==> config.mk <==
export PLATFORM = sky130hd
export DESIGN_NAME = uart_baud_gen_frac
export DESIGN_NICKNAME = d
export VERILOG_FILES = /design/src/rtl/uart_pkg.sv /design/src/rtl/uart_baud_gen_frac.sv
export SDC_FILE = /design/constraint.sdc
export NUM_CORES = 1
export LEC_CHECK = 0
export BUFFER_PORTS_ARGS = -buffer_cell sky130_fd_sc_hd__buf_2
export CAP_MARGIN = 5
export CORE_UTILIZATION = 45
export DETAILED_ROUTE_END_ITERATION = 10
export PLACE_DENSITY = 0.63
export SLEW_MARGIN = 20
export SYNTH_ARGS = -nofsm -noshare
export SYNTH_HDL_FRONTEND = slang
export SYNTH_SLANG_ARGS = --single-unit
==> constraint.sdc <==
create_clock -name clk -period 2.85 [get_ports clk]
set_input_delay 0.4275 -clock clk [delete_from_list [all_inputs] [get_ports clk]]
set_output_delay 0.4275 -clock clk [all_outputs]
set_load 0.005 [all_outputs]
==> src/rtl/uart_pkg.sv <==
// Shared UART constants: default baud generator widths and the x16 oversample ratio.
package uart_pkg;

    localparam int unsigned UART_CNT_W     = 13;
    localparam int unsigned UART_FRAC_W    = 3;
    localparam int unsigned UART_OVS_RATIO = 16;
    localparam int unsigned UART_OVS_W     = $clog2(UART_OVS_RATIO);

endpackage

==> src/rtl/uart_baud_gen_frac.sv <==
// Fractional baud-rate generator: oversample tick, per-bit pulse, glitch-free reconfiguration.
// Define UART_BAUD_FRAC_EN to build the fractional carry-accumulator path.
module uart_baud_gen_frac
    import uart_pkg::*;
#(
    parameter int unsigned        CNT_W    = UART_CNT_W,
    parameter int unsigned        FRAC_W   = UART_FRAC_W,
    parameter int unsigned        OVS_W    = UART_OVS_W,
    parameter logic [CNT_W-1:0]   BAUD_RST = '0,
    parameter logic [FRAC_W-1:0]  FRAC_RST = '0
) (
    input  logic              clk,
    input  logic              reset_n,
    input  logic              en,
    input  logic              phase_clr,
    input  logic              cfg_valid,
    output logic              cfg_ready,
    input  logic [CNT_W-1:0]  cfg_baud_val,
    input  logic [FRAC_W-1:0] cfg_baud_frac,
    output logic              baud_tick,
    output logic              xmit_pulse,
    output logic [OVS_W-1:0]  ovs_phase
);

    localparam logic [CNT_W-1:0] CNT_ONE = CNT_W'(1);
    localparam logic [OVS_W-1:0] OVS_ONE = OVS_W'(1);

    logic [CNT_W-1:0] cnt_q, cnt_d;
    logic [OVS_W-1:0] ovs_cntr_q, ovs_cntr_d;
    logic [CNT_W-1:0] baud_val_q, baud_val_d;
    logic [CNT_W-1:0] shadow_val_q, shadow_val_d;
    logic             pend_q, pend_d;
    logic             cfg_ready_q, cfg_ready_d;
    logic             baud_tick_q, baud_tick_d;
    logic             xmit_pulse_q, xmit_pulse_d;
    logic             apply;

`ifdef UART_BAUD_FRAC_EN
    logic [FRAC_W-1:0] acc_q, acc_d;
    logic              stretch_q, stretch_d;
    logic [FRAC_W-1:0] baud_frac_q, baud_frac_d;
    logic [FRAC_W-1:0] shadow_frac_q, shadow_frac_d;
`else
    logic unused_frac;
    assign unused_frac = ^{cfg_baud_frac, FRAC_RST};
`endif

    always_comb begin
        cnt_d        = cnt_q;
        ovs_cntr_d   = ovs_cntr_q;
        baud_val_d   = baud_val_q;
        shadow_val_d = shadow_val_q;
        pend_d       = pend_q;
        cfg_ready_d  = cfg_ready_q;
        baud_tick_d  = 1'b0;
        xmit_pulse_d = 1'b0;
`ifdef UART_BAUD_FRAC_EN
        acc_d         = acc_q;
        stretch_d     = stretch_q;
        baud_frac_d   = baud_frac_q;
        shadow_frac_d = shadow_frac_q;
`endif

        if (!en || phase_clr) begin
            cnt_d      = '0;
            ovs_cntr_d = '0;
`ifdef UART_BAUD_FRAC_EN
            acc_d     = '0;
            stretch_d = 1'b0;
`endif
        end else if (cnt_q != '0) begin
            cnt_d = cnt_q - CNT_ONE;
`ifdef UART_BAUD_FRAC_EN
        end else if (stretch_q) begin
            stretch_d = 1'b0;
`endif
        end else begin
            cnt_d        = baud_val_q;
            baud_tick_d  = 1'b1;
            xmit_pulse_d = (ovs_cntr_q == '1);
            ovs_cntr_d   = ovs_cntr_q + OVS_ONE;
`ifdef UART_BAUD_FRAC_EN
            {stretch_d, acc_d} = {1'b0, acc_q} + {1'b0, baud_frac_q};
`endif
        end

        // A bit-boundary apply overrides this cycle's reload so the new divisor takes effect at once.
        apply = pend_q && (!en || phase_clr || xmit_pulse_d);
        if (apply) begin
            baud_val_d  = shadow_val_q;
            pend_d      = 1'b0;
            cfg_ready_d = 1'b1;
            if (xmit_pulse_d) begin
                cnt_d = shadow_val_q;
            end
`ifdef UART_BAUD_FRAC_EN
            baud_frac_d = shadow_frac_q;
            acc_d       = '0;
            stretch_d   = 1'b0;
`endif
        end else if (cfg_valid && cfg_ready_q) begin
            shadow_val_d = cfg_baud_val;
            pend_d       = 1'b1;
            cfg_ready_d  = 1'b0;
`ifdef UART_BAUD_FRAC_EN
            shadow_frac_d = cfg_baud_frac;
`endif
        end
    end

    always_ff @(posedge clk) begin
        if (!reset_n) begin
            cnt_q        <= '0;
            ovs_cntr_q   <= '0;
            baud_val_q   <= BAUD_RST;
            shadow_val_q <= '0;
            pend_q       <= 1'b0;
            cfg_ready_q  <= 1'b1;
            baud_tick_q  <= 1'b0;
            xmit_pulse_q <= 1'b0;
`ifdef UART_BAUD_FRAC_EN
            acc_q         <= '0;
            stretch_q     <= 1'b0;
            baud_frac_q   <= FRAC_RST;
            shadow_frac_q <= '0;
`endif
        end else begin
            cnt_q        <= cnt_d;
            ovs_cntr_q   <= ovs_cntr_d;
            baud_val_q   <= baud_val_d;
            shadow_val_q <= shadow_val_d;
            pend_q       <= pend_d;
            cfg_ready_q  <= cfg_ready_d;
            baud_tick_q  <= baud_tick_d;
            xmit_pulse_q <= xmit_pulse_d;
`ifdef UART_BAUD_FRAC_EN
            acc_q         <= acc_d;
            stretch_q     <= stretch_d;
            baud_frac_q   <= baud_frac_d;
            shadow_frac_q <= shadow_frac_d;
`endif
        end
    end

    assign cfg_ready  = cfg_ready_q;
    assign baud_tick  = baud_tick_q;
    assign xmit_pulse = xmit_pulse_q;
    assign ovs_phase  = ovs_cntr_q;

endmodule

==> After elaboration in Yosys (flattened, before gate mapping) <==
Cells that the tools add are included.
{ "classes": {"n_bitwise": 2, "muxes": 7, "n_reduce_logical": 9, "n_eq_ne": 1, "n_addsub": 2} }
{ "op_table": {"columns": ["operator", "n"], "rows": [
  ["$mux W13", 4],
  ["$reduce_bool A13 Y1", 1],
  ["$sub A13 B1 Y13 const B", 1],
  ["$add A4 B1 Y4 const B", 1],
  ["$eq A4 B4 Y1 const B", 1],
  ["$reduce_or A2 Y1", 2],
  ["$mux W1", 3],
  ["$logic_and A1 B1 Y1", 2],
  ["$logic_or A1 B1 Y1", 2],
  ["$not A1 Y1", 2],
  ["$reduce_and A2 Y1", 1],
  ["$logic_not A1 Y1", 1]
]} }
{ "totals": {"in_bits": 21, "out_inout_bits": 7, "regBits": 47, "wordCells": 29} }

==> Longest topological paths before layout <==
Gate-level depths: netlist (run 1).
{ "depth": {"word_depth": 7, "mapped_depth": 10} }

==> Worst setup path before layout (run 1) <==
Ideal clock, no wire load.
{ "synth_timing": {"kind": "register to register", "from": "register cnt_q[0]", "to": "register shadow_val_q[0]", "stages_incl_launch_ff": 10, "t_arrival_ps": 1917, "t_required_ps": 2778, "path_buffers": 2, "path_slack_ps": 861, "path_cell_list": "dfxtp_1 > inv_1 > ha_1 > or4b_1 > clkbuf_1 > nor3_4 > a21oi_2 > nand3_2 > buf_8 > mux2i_1"} }
{ "synth_between": {"elab_chain_len": 7} }
{ "synth_rtl": {"columns": ["item", "line", "source"], "rows": [
  ["start, declared", "uart_baud_gen_frac.sv:28", "logic [CNT_W-1:0] cnt_q, cnt_d;"],
  ["start signal, assigned", "uart_baud_gen_frac.sv:128", "cnt_q <= cnt_d;"],
  ["$reduce_bool A13 Y1", "uart_baud_gen_frac.sv:71", "end else if (cnt_q != '0) begin"],
  ["$mux W1", "uart_baud_gen_frac.sv:71", null],
  ["$mux W1", "uart_baud_gen_frac.sv:64", "if (!en || phase_clr) begin"],
  ["$logic_or A1 B1 Y1", "uart_baud_gen_frac.sv:88", "apply = pend_q && (!en || phase_clr || xmit_pulse_d);"],
  ["$logic_and A1 B1 Y1", "uart_baud_gen_frac.sv:88", null],
  ["$not A1 Y1 (no source line)", null, null],
  ["$reduce_and A2 Y1 (no source line)", null, null],
  ["end signal, assigned", "uart_baud_gen_frac.sv:131", "shadow_val_q <= shadow_val_d;"],
  ["end, declared", "uart_baud_gen_frac.sv:31", "logic [CNT_W-1:0] shadow_val_q, shadow_val_d;"]
]} }
Every way passes these cells.
A chain may end at the register's enable or synchronous reset.

==> Final worst setup path (run 1) <==
{ "layout_timing": {"from": "register cnt_q[0]", "to": "register cnt_q[7]"} }
{ "layout_between": {"elab_chain_len": 6} }
{ "layout_rtl": {"columns": ["item", "line", "source"], "rows": [
  ["branches (longest 5 deep; another with $sub A13 B1 Y13)", null, null],
  ["$mux W13 *", "uart_baud_gen_frac.sv:89", "if (apply) begin"]
]} }
Mark *: on every way between the ends.

==> results.sh, run 1 <==
export IMPL_required_ns=3.01
export IMPL_clock_power_share_pct=15.8
export IMPL_wl_per_cell_um=13.3
export IMPL_cts_hold_buf=0
export IMPL_layout_drive_gt1_share_pct=24.4
export IMPL_leakage_nw=1.01
export IMPL_rows=24
export IMPL_layout_worst_path_cycle_share_pct=77.3
export IMPL_postCtsSetupBuffers=0
export IMPL_synth_edf_count=0
export IMPL_die_h_um=71.7
export IMPL_peakVddDrop_mv=0.667
export IMPL_hold_end="shadow_val_q[11]"
export IMPL_fmax_mhz=454
export IMPL_antenna_found_initial=0
export IMPL_slowest_delay_ns=0.56
export IMPL_final_common_cell="nand2_1"
export IMPL_cts_tree="yes"
export IMPL_fin_nets=281
export IMPL_syn_num_nets=261
export IMPL_ioPinCount=28
export IMPL_numPortBuffers=24
export IMPL_start_util_pct=48.5
export IMPL_outcome="finished clean"
export IMPL_met3_length_um=106
export IMPL_syn_instance_count=237
export IMPL_die_area_um2=5140
export IMPL_reg2reg_depth=6
export IMPL_worst_path_max_fanout=12
export IMPL_instances_no_fill=310
export IMPL_r2r_slack_ns=0.65
export IMPL_comb_power_share_pct=56.9
export IMPL_worstHoldStart="cfg_baud_val[11]"
export IMPL_p_switching_mw=1.39
export IMPL_crit_path_top_delay_cell="or4b_1"
export IMPL_area_growth_pct=11.0
export IMPL_m1WireLength_um=2170
export IMPL_cp_arrival_ns=2.37
export IMPL_relSlewSlack_pct=66.4
export IMPL_worstReg2RegEnd="cnt_q[7]"
export IMPL_drtIter0Drc=56
export IMPL_hold_depth=3
export IMPL_seqPwrFrac_pct=27.3
export IMPL_grt_max_degree=42
export IMPL_viasPerCell=5.34
export IMPL_drc=0
export IMPL_cp_cell_sequence="inv_1, ha_1, or4b_1, or3_4, a221oi_1, a211oi_1"
export IMPL_die_width_um=71.7
export IMPL_maxSlewViolCount=0
export IMPL_path_class="reg -> reg"
export IMPL_synthesis_area_um2=2190
export IMPL_tightestPinTransition_ns=0.503
export IMPL_gr_total_overflow=0
export IMPL_drv_cap=0
export IMPL_synthArstFlopShare_pct=0
export IMPL_hpwl_um=2860
export IMPL_final_min_clock_period_ns=2.20
export IMPL_wl_met2_um=1810
export IMPL_ant_nets=0
export IMPL_cts_resized=0
export IMPL_hp_class="in -> reg"
export IMPL_postPlaceCellArea_um2=2310
export IMPL_end_kind="flip-flop"
export IMPL_tns_ns=0
export IMPL_synth_ff_type="dfxtp_1"
export IMPL_power_density_nw_per_um2=1300
export IMPL_yosysSeqAreaShare_pct=43.0
export IMPL_finClkSkew_ns=0.00944
export IMPL_core_area_um2=4500
export IMPL_hold_viol_final=0
export IMPL_critPathLaunchType="flip-flop"
export IMPL_finalWirelength_um=4130
export IMPL_rr_startpoint="cnt_q[0]"
export IMPL_syn_avg_cell_area_um2=9.22
export IMPL_worstSkewPairLatency_ns=0.29
export IMPL_rsz0062_at_grt="no"
export IMPL_htree_num_levels=2
export IMPL_ys_ff_latch=47
export IMPL_most_common_layout_cells="nand2_1 (48), dfxtp_1 (47), buf_2 (24)"
export IMPL_synth_cell_types=45
export IMPL_cts_reportedPaths_clkPinSlew_ns=0.09
export IMPL_track_usage_pct=17.5
export IMPL_grt_pass1_vias=1533
export IMPL_place_congestion=0.721
export IMPL_cts_sinks=47
export IMPL_numCtsBuffers=5
export IMPL_ys_warn_count=0
export IMPL_grt_pass1_wl_um=7010
export IMPL_cts_root_buf="clkbuf_8"
export IMPL_dp_cells=302
export IMPL_p_int_mw=1.77
export IMPL_highest_layer="met4"
export IMPL_final_area_um2=2430
export IMPL_switching_share_pct=44.0
export IMPL_drt_first_pass_iters=4
export IMPL_setup_violations=0
export IMPL_num_vias=1654
export IMPL_clockBufferDepth=2
export IMPL_n_antenna_cell=0
==> power groups by stage <==
stage               sequential [mW]  combinational [mW]  clock (mW)
finish                        0.862                1.80       0.499
global route                  0.881                1.97       0.536
CTS                           0.862                1.80       0.513
detailed placement            0.878                1.78           0
global placement              0.874                1.78           0
floorplan                     0.857                1.53           0
==> how the worst max path moves through the flow <==
stage / start / endpoint / slack (ns) / depth (start not counted)
floorplan: cnt_q[0] / shadow_val_q[0] / 0.86 / 9
global placement: cnt_q[0] / cnt_q[7] / 0.70 / 6
detailed placement: cnt_q[0] / cnt_q[7] / 0.70 / 6
CTS: cnt_q[0] / cnt_q[7] / 0.68 / 6
global route: cnt_q[0] / shadow_val_q[4] / 0.53 / 7
finish: cnt_q[0] / cnt_q[7] / 0.65 / 6
==> metal layers <==
| metal | vias to the layer above | GRT usage [%] |
|---|---|---|
| met5 | - | 0 |
| met4 | 0 | 5.88 |
| met3 | 4 | 2.95 |
| met2 | 21 | 27.4 |
| met1 | 753 | 24.6 |
| li1 | 876 | - |
==> critical path, delay by kind of cell, from the launching register on <==
family	cells	cell delay, ns
and+or+nand+nor	2	1.03
adders and majority gates	1	0.13
buffers and inverters	1	0.09
DFF	1	0.34
AOI/OAI and AO/OA	2	0.48
==> through the flow <==
step           power, mW  worst slack [ns]  hold slack, ns  util [%]
2_1_floorplan       2.39             0.861           0.437         -
3_3_place_gp        2.66             0.702           0.446      51.3
3_5_place_dp        2.66             0.700           0.449      51.3
4_1_cts             3.17             0.684           0.363      53.9
5_1_grt             3.39             0.529           0.370      53.9
6_report            3.16             0.646           0.367      53.9
==> cell families (layout without fill, tap and decap cells) <==
kind of cell	count (synthesis)	after routing	share of synthesized area, %
muxes	14	14	6.41
xor gates and xnor gates	11	11	4.41
DFF	47	47	43.0
AOI/OAI and AO/OA	41	41	14.7
adders and majority gates	3	3	1.72
buffers and inverters	19	40	5.38
and+or+nand+nor	102	102	24.3
==> flip-flops by register name, indices dropped and copies added, names as in the netlist <==
signal,flops
pend_q,1
cnt_q,13
xmit_pulse,1
shadow_val_q,13
baud_tick,1
ovs_phase,4
cfg_ready,1
baud_val_q,13
==> area by class of cell <==
class	count	area [um2]
clock buffer	6	82.6
clock inverter	2	35.0
fill	443	2080
inverter	3	11.3
multi-input combinational	171	1130
sequential	47	941
tap	52	65.1
timing repair buffer	29	158
==> cells in the mapped netlist (3+ instances only) <==
| cell | n | area share, % |
|---|---|---|
| nand3_1 | 10 | 2.3 |
| a21oi_1 | 6 | 1.4 |
| or4_1 | 3 | 1.0 |
| nand3_2 | 6 | 2.7 |
| a211oi_1 | 6 | 2.1 |
| nor2_1 | 12 | 2.1 |
| dfxtp_1 | 47 | 43 |
| a311oi_1 | 4 | 1.6 |
| buf_6 | 4 | 2.1 |
| ha_1 | 3 | 1.7 |
| nor3_1 | 3 | 0.69 |
| o21ai_2 | 13 | 5.2 |
| mux2i_1 | 14 | 6.4 |
| xor2_1 | 8 | 3.2 |
| nand2_1 | 48 | 8.2 |
| inv_1 | 3 | 0.52 |
| xnor2_1 | 3 | 1.2 |
| clkbuf_1 | 7 | 1.2 |
| nor2b_1 | 3 | 0.86 |
| a221oi_1 | 3 | 1.2 |
Power figures use the tool's default switching activity.
==> run 2: changes to the inputs <==
Settings changed: ABC_AREA set to 1, PLACE_DENSITY 0.63 to 0.62.
Clock period 2.85 ns to 2.2 ns, I/O delays scaled along.
==> results.sh, run 2 <==
export IMPL_outcome="finished clean"
export IMPL_drt_first_pass_iters=4
export IMPL_core_area_um2=4790
export IMPL_finalWirelength_um=4820
export IMPL_die_h_um=72.9
export IMPL_most_common_layout_cells="nand2_1 (75), nor2_1 (68), dfxtp_1 (47)"
export IMPL_cts_sinks=47
export IMPL_yosys_top_cells_area="dfxtp_1 (42%), nand2_1 (12%), nor2_1 (11%), o21ai_0 (5.3%), a21oi_1 (5.1%)"
export IMPL_met3_usage_pct=4.70
export IMPL_worstSkewPairLatency_ns=0.29
export IMPL_cts_resized=0
export IMPL_track_usage_pct=20.6
export IMPL_hold_viol_final=0
export IMPL_gr_total_overflow=0
export IMPL_maxSlewViolCount=0
export IMPL_drv_cap=0
export IMPL_drtIter0Drc=102
export IMPL_cts_root_buf="clkbuf_8"
export IMPL_synth_top_area_share_pct=41.5
export IMPL_postCtsSetupBuffers=0
export IMPL_die_width_um=72.9
export IMPL_start_util_pct=47.3
export IMPL_drc=0
export IMPL_critPathLaunchType="flip-flop"
export IMPL_numCtsBuffers=5
export IMPL_grt_pass1_vias=1909
export IMPL_yosysSeqAreaShare_pct=41.5
export IMPL_setup_violations=0
export IMPL_required_ns=2.42
export IMPL_synth_cell_types=31
export IMPL_dp_cells=421
export IMPL_largest_registers="baud_val_q (13), cnt_q (13), shadow_val_q (13)"
export IMPL_hpwl_um=3580
export IMPL_viasPerCell=4.75
export IMPL_power_density_nw_per_um2=1160
export IMPL_ys_warn_count=0
export IMPL_synth_most_common_cell="nand2_1"
export IMPL_layout_worst_path_cycle_share_pct=87.3
export IMPL_layout_drive_gt1_share_pct=15.0
export IMPL_place_ws_ns=0.300
export IMPL_syn_num_nets=359
export IMPL_syn_instance_count=335
export IMPL_area_growth_pct=12.7
export IMPL_antenna_found_initial=0
export IMPL_worst_path_max_fanout=18
export IMPL_fillerInstances=486
export IMPL_final_area_um2=2550
export IMPL_cp_arrival_ns=2.14
export IMPL_ioPinCount=28
export IMPL_syn_avg_cell_area_um2=6.76
export IMPL_setup_ws_ns=0.280
export IMPL_grt_pass1_wl_um=8600
export IMPL_peakVddDrop_mv=0.446
export IMPL_grt_max_degree=19
export IMPL_die_area_um2=5320
export IMPL_tightestPinTransition_ns=0.488
export IMPL_postPlaceCellArea_um2=2460
export IMPL_met1_usage_pct=30.0
export IMPL_instances_no_fill=428
export IMPL_final_min_clock_period_ns=1.92
export IMPL_met2_usage_pct=30.7
export IMPL_wl_per_cell_um=11.3
export IMPL_cts_hold_buf=0
export IMPL_synthArstFlopShare_pct=0
export IMPL_final_common_cell="nand2_1"
export IMPL_fmax_mhz=521
export IMPL_path_class="reg -> reg"
export IMPL_relSlewSlack_pct=67.4
export IMPL_netlist_top_cells_count="nand2_1 (75), nor2_1 (68), dfxtp_1 (47)"
export IMPL_fin_nets=385
export IMPL_synth_top_area_cell="dfxtp_1"
export IMPL_ys_ff_latch=47
export IMPL_synth_edf_count=0
export IMPL_leakage_nw=1.15
export IMPL_clockBufferDepth=2
export IMPL_rows=25
export IMPL_tns_ns=0
export IMPL_cts_tree="yes"
export IMPL_rsz0062_at_grt="no"
export IMPL_finClkSkew_ns=0.00637
export IMPL_ant_nets=0
export IMPL_end_kind="flip-flop"
export IMPL_top_usage_layer="met2"
export IMPL_numPortBuffers=24
export IMPL_synth_ff_type="dfxtp_1"
export IMPL_synthesis_area_um2=2260
export IMPL_num_vias=2032
export IMPL_hp_class="in -> reg"
export IMPL_cts_reportedPaths_clkPinSlew_ns=0.08
export IMPL_n_antenna_cell=0
export IMPL_place_congestion=0.785
export IMPL_htree_num_levels=2
-- run 2: layer usage --
| metal | routed length [um] | up-vias |
|---|---|---|
| met5 | 0 | - |
| met4 | 34 | 0 |
| met3 | 145 | 4 |
| met1 | 2630 | 887 |
| li1 | - | 1111 |
| met2 | 2020 | 30 |
-- run 2: metrics by stage --
stage | power [mW] | utilization [%] | hold WS [ns]
detailed placement | 2.46 | 51.5 | 0.454
global route | 3.26 | 53.3 | 0.295
finish | 2.97 | 53.3 | 0.299
floorplan | 2.15 | - | 0.446
CTS | 2.99 | 53.3 | 0.293
global placement | 2.45 | 51.5 | 0.453
-- run 2: path summary, 6_finish.rpt --
path         slack (ns)  depth (start not counted)               to            start
max                0.28                         10        cnt_q[11]         cnt_q[0]
min                0.30                          3  shadow_val_q[7]  cfg_baud_val[7]
max reg2reg        0.28                         10        cnt_q[11]         cnt_q[0]
min reg2reg        0.47                          2        cfg_ready        cfg_ready
-- run 2: cells by family (layout without fill, tap and decap cells) --
group,after synthesis,count (layout),share of synthesized area (%)
XOR/XNOR,3,3,1.16
AND/OR/NAND/NOR,192,192,37.2
flip-flops,47,47,41.5
buffers and inverters,41,67,7.46
adder cells (fa/ha/maj),3,3,1.66
AO/OA/AOI/OAI,49,49,10.9
-- run 2: area by class of cell --
type / count / area (um2) / share of cell area (%)
inverters: 32 / 121 / 4.76
flip-flops and latches: 47 / 941 / 36.9
clock inverters: 1 / 5.00 / 0.196
multi-input cells: 247 / 1150 / 45.3
well taps: 67 / 83.8 / 3.29
clock buffers: 6 / 82.6 / 3.24
repair buffers: 28 / 163 / 6.38
-- run 2: worst max-delay path: stages, from the launching register on --
cell	delay, ns
dfxtp_1	0.31
inv_1	0.10
ha_1	0.17
nand2_1	0.09
nor2_4	0.18
nand2_2	0.25
nor2_2	0.17
nand3_2	0.16
clkinv_2	0.16
nand2_1	0.08
a21oi_1	0.17
-- run 2: where the power goes --
part	switching [mW]	internal (mW)	total [mW]
clock network	0.279	0.247	0.526
logic	0.925	0.492	1.42
registers	0.0760	0.949	1.03
total	1.28	1.69	2.97
==> run 3: changes to the inputs <==
Settings changed: CORE_ASPECT_RATIO set to 0.8.
==> results.sh, run 3 (same netlist as run 2, synthesis figures left out) <==
export IMPL_fin_nets=385
export IMPL_final_min_clock_period_ns=1.76
export IMPL_met1_usage_pct=33.2
export IMPL_worstReg2RegEnd="pend_q"
export IMPL_fillerInstances=475
export IMPL_hpwl_um=3710
export IMPL_maxSlewViolCount=0
export IMPL_drt_first_pass_iters=4
export IMPL_seqPwrFrac_pct=33.7
export IMPL_outcome="finished clean"
export IMPL_relSlewSlack_pct=67.1
export IMPL_leakage_nw=1.15
export IMPL_viasPerCell=4.78
export IMPL_area_growth_pct=12.1
export IMPL_most_common_layout_cells="nand2_1 (75), nor2_1 (68), dfxtp_1 (47)"
export IMPL_final_util_pct=53.9
export IMPL_p_int_mw=1.70
export IMPL_critPathLaunch="cnt_q[0]"
export IMPL_critPathTopFamily="simple AND/OR/NAND/NOR gates"
export IMPL_hold_worst_slack_ns=0.273
export IMPL_crit_cells=10
export IMPL_end_kind="flip-flop"
export IMPL_num_vias=2017
export IMPL_n_antenna_cell=0
export IMPL_place_ws_ns=0.413
export IMPL_worst_path_max_fanout=18
export IMPL_rows=22
export IMPL_setup_ws_ns=0.443
export IMPL_power_density_nw_per_um2=1200
export IMPL_crit_path_top_delay_cell="dfxtp_1"
export IMPL_worstSetupEndpoint="pend_q"
export IMPL_top_usage_layer="met1"
export IMPL_final_common_cell="nand2_1"
export IMPL_grt_pass1_vias=1773
export IMPL_finClkSkew_ns=0.0125
export IMPL_tns_ns=0
export IMPL_cts_resized=0
export IMPL_rr_startpoint="cnt_q[0]"
export IMPL_die_width_um=81.3
export IMPL_comb_power_share_pct=47.5
export IMPL_worstSkewPairLatency_ns=0.32
export IMPL_slowest_delay_ns=0.32
export IMPL_die_area_um2=5320
export IMPL_met2_usage_pct=29.1
export IMPL_numPortBuffers=24
export IMPL_postCtsSetupBuffers=0
export IMPL_ant_nets=0
export IMPL_gr_total_overflow=0
export IMPL_hp_class="in -> reg"
export IMPL_core_area_um2=4710
export IMPL_hold_viol_final=0
export IMPL_drv_cap=0
export IMPL_clock_power_share_pct=18.8
export IMPL_cts_reportedPaths_clkPinSlew_ns=0.11
export IMPL_layout_drive_gt1_share_pct=15.2
export IMPL_htree_num_levels=2
export IMPL_met3_usage_pct=4.17
export IMPL_tightestPinTransition_ns=0.492
export IMPL_die_h_um=65.5
export IMPL_grt_max_degree=19
export IMPL_drc=0
export IMPL_path_class="reg -> reg"
export IMPL_ioPinCount=28
export IMPL_cts_root_buf="clkbuf_8"
export IMPL_cts_tree="yes"
export IMPL_required_ns=2.41
export IMPL_fin_total_pwr_mw=3.05
export IMPL_place_congestion=0.836
export IMPL_setup_violations=0
export IMPL_cp_cell_sequence="inv_1, ha_1, nand2_1, nor2_4, nand3_2, nand2_2, nand2_4, inv_2, nor2_1, o21a_1"
export IMPL_peakVddDrop_mv=0.651
export IMPL_critPathBufInv=2
export IMPL_p_switching_mw=1.34
export IMPL_numCtsBuffers=5
export IMPL_cp_arrival_ns=1.97
export IMPL_grt_pass1_wl_um=8540
export IMPL_r2r_slack_ns=0.44
export IMPL_cts_sinks=47
export IMPL_rsz0062_at_grt="no"
export IMPL_critPathLaunchType="flip-flop"
export IMPL_drtIter0Drc=98
export IMPL_reg2reg_depth=10
export IMPL_wl_per_cell_um=11.8
export IMPL_fmax_mhz=569
export IMPL_start_util_pct=48.1
export IMPL_switching_share_pct=44.2
export IMPL_track_usage_pct=21.5
export IMPL_finalWirelength_um=5000
export IMPL_antenna_found_initial=0
export IMPL_cts_hold_buf=0
export IMPL_largest_registers="baud_val_q (13), cnt_q (13), shadow_val_q (13)"
export IMPL_clockBufferDepth=2
export IMPL_layout_worst_path_cycle_share_pct=79.9
## run 3: cell types whose count changed in the layout (fill, tap and decap cells not counted), sizes merged
cell / before / now
inv: 31 / 33
clkbuf: 6 / 5
clkinv: 2 / 1
clkinvlp: 0 / 1
## run 3: per-stage QoR
stage | instance area (um2) | cells
finish | 2540 | 422
global route | 2540 | 422
CTS | 2540 | 422
detailed placement | 2440 | 414
global placement | 2440 | 414
floorplan | 2260 | 335
## run 3: routing by layer
metal  vias up  wire length (um)  part of all wire, %
met3         7               176                  3.5
met2        32              1890                   38
li1       1116                 -                    -
met5         -                 0                    0
met1       862              2850                   57
met4         0                75                  1.5
## run 3: power by group through the flow
stage,Combinational (mW),Sequential [mW],Clock [mW]
floorplan,1.12,1.03,0
global route,1.67,1.04,0.624
global placement,1.44,1.04,0
finish,1.45,1.03,0.572
CTS,1.45,1.02,0.579
detailed placement,1.44,1.04,0
## run 3: worst min-delay path by stage
stage                      from               end  depth (start not counted)
2_1_floorplan   shadow_val_q[5]   shadow_val_q[5]                          2
3_3_place_gp          cfg_ready         cfg_ready                          2
3_5_place_dp          cfg_ready         cfg_ready                          2
4_1_cts        cfg_baud_val[11]  shadow_val_q[11]                          3
5_1_grt         cfg_baud_val[6]   shadow_val_q[6]                          3
6_report        cfg_baud_val[6]   shadow_val_q[6]                          3
## run 3: final cells by class
| cell class | count | area, um2 | share of cell area [%] |
|---|---|---|---|
| Multi-Input combinational cell | 247 | 1150 | 45.5 |
| Sequential cell | 47 | 941 | 37.1 |
| Timing Repair Buffer | 28 | 150 | 5.91 |
| Inverter | 32 | 121 | 4.78 |
| Tap cell | 60 | 75.1 | 2.96 |
| Clock buffer | 5 | 68.8 | 2.71 |
| Clock inverter | 3 | 27.5 | 1.08 |
## run 3: worst reg2reg max path, cell delays in order, from the launching register on
cell and delay (ns):
dfxtp_1 0.32, inv_1 0.09, ha_1 0.18, nand2_1 0.09
nor2_4 0.17, nand3_2 0.14, nand2_2 0.11, nand2_4 0.13
inv_2 0.24, nor2_1 0.09, o21a_1 0.11
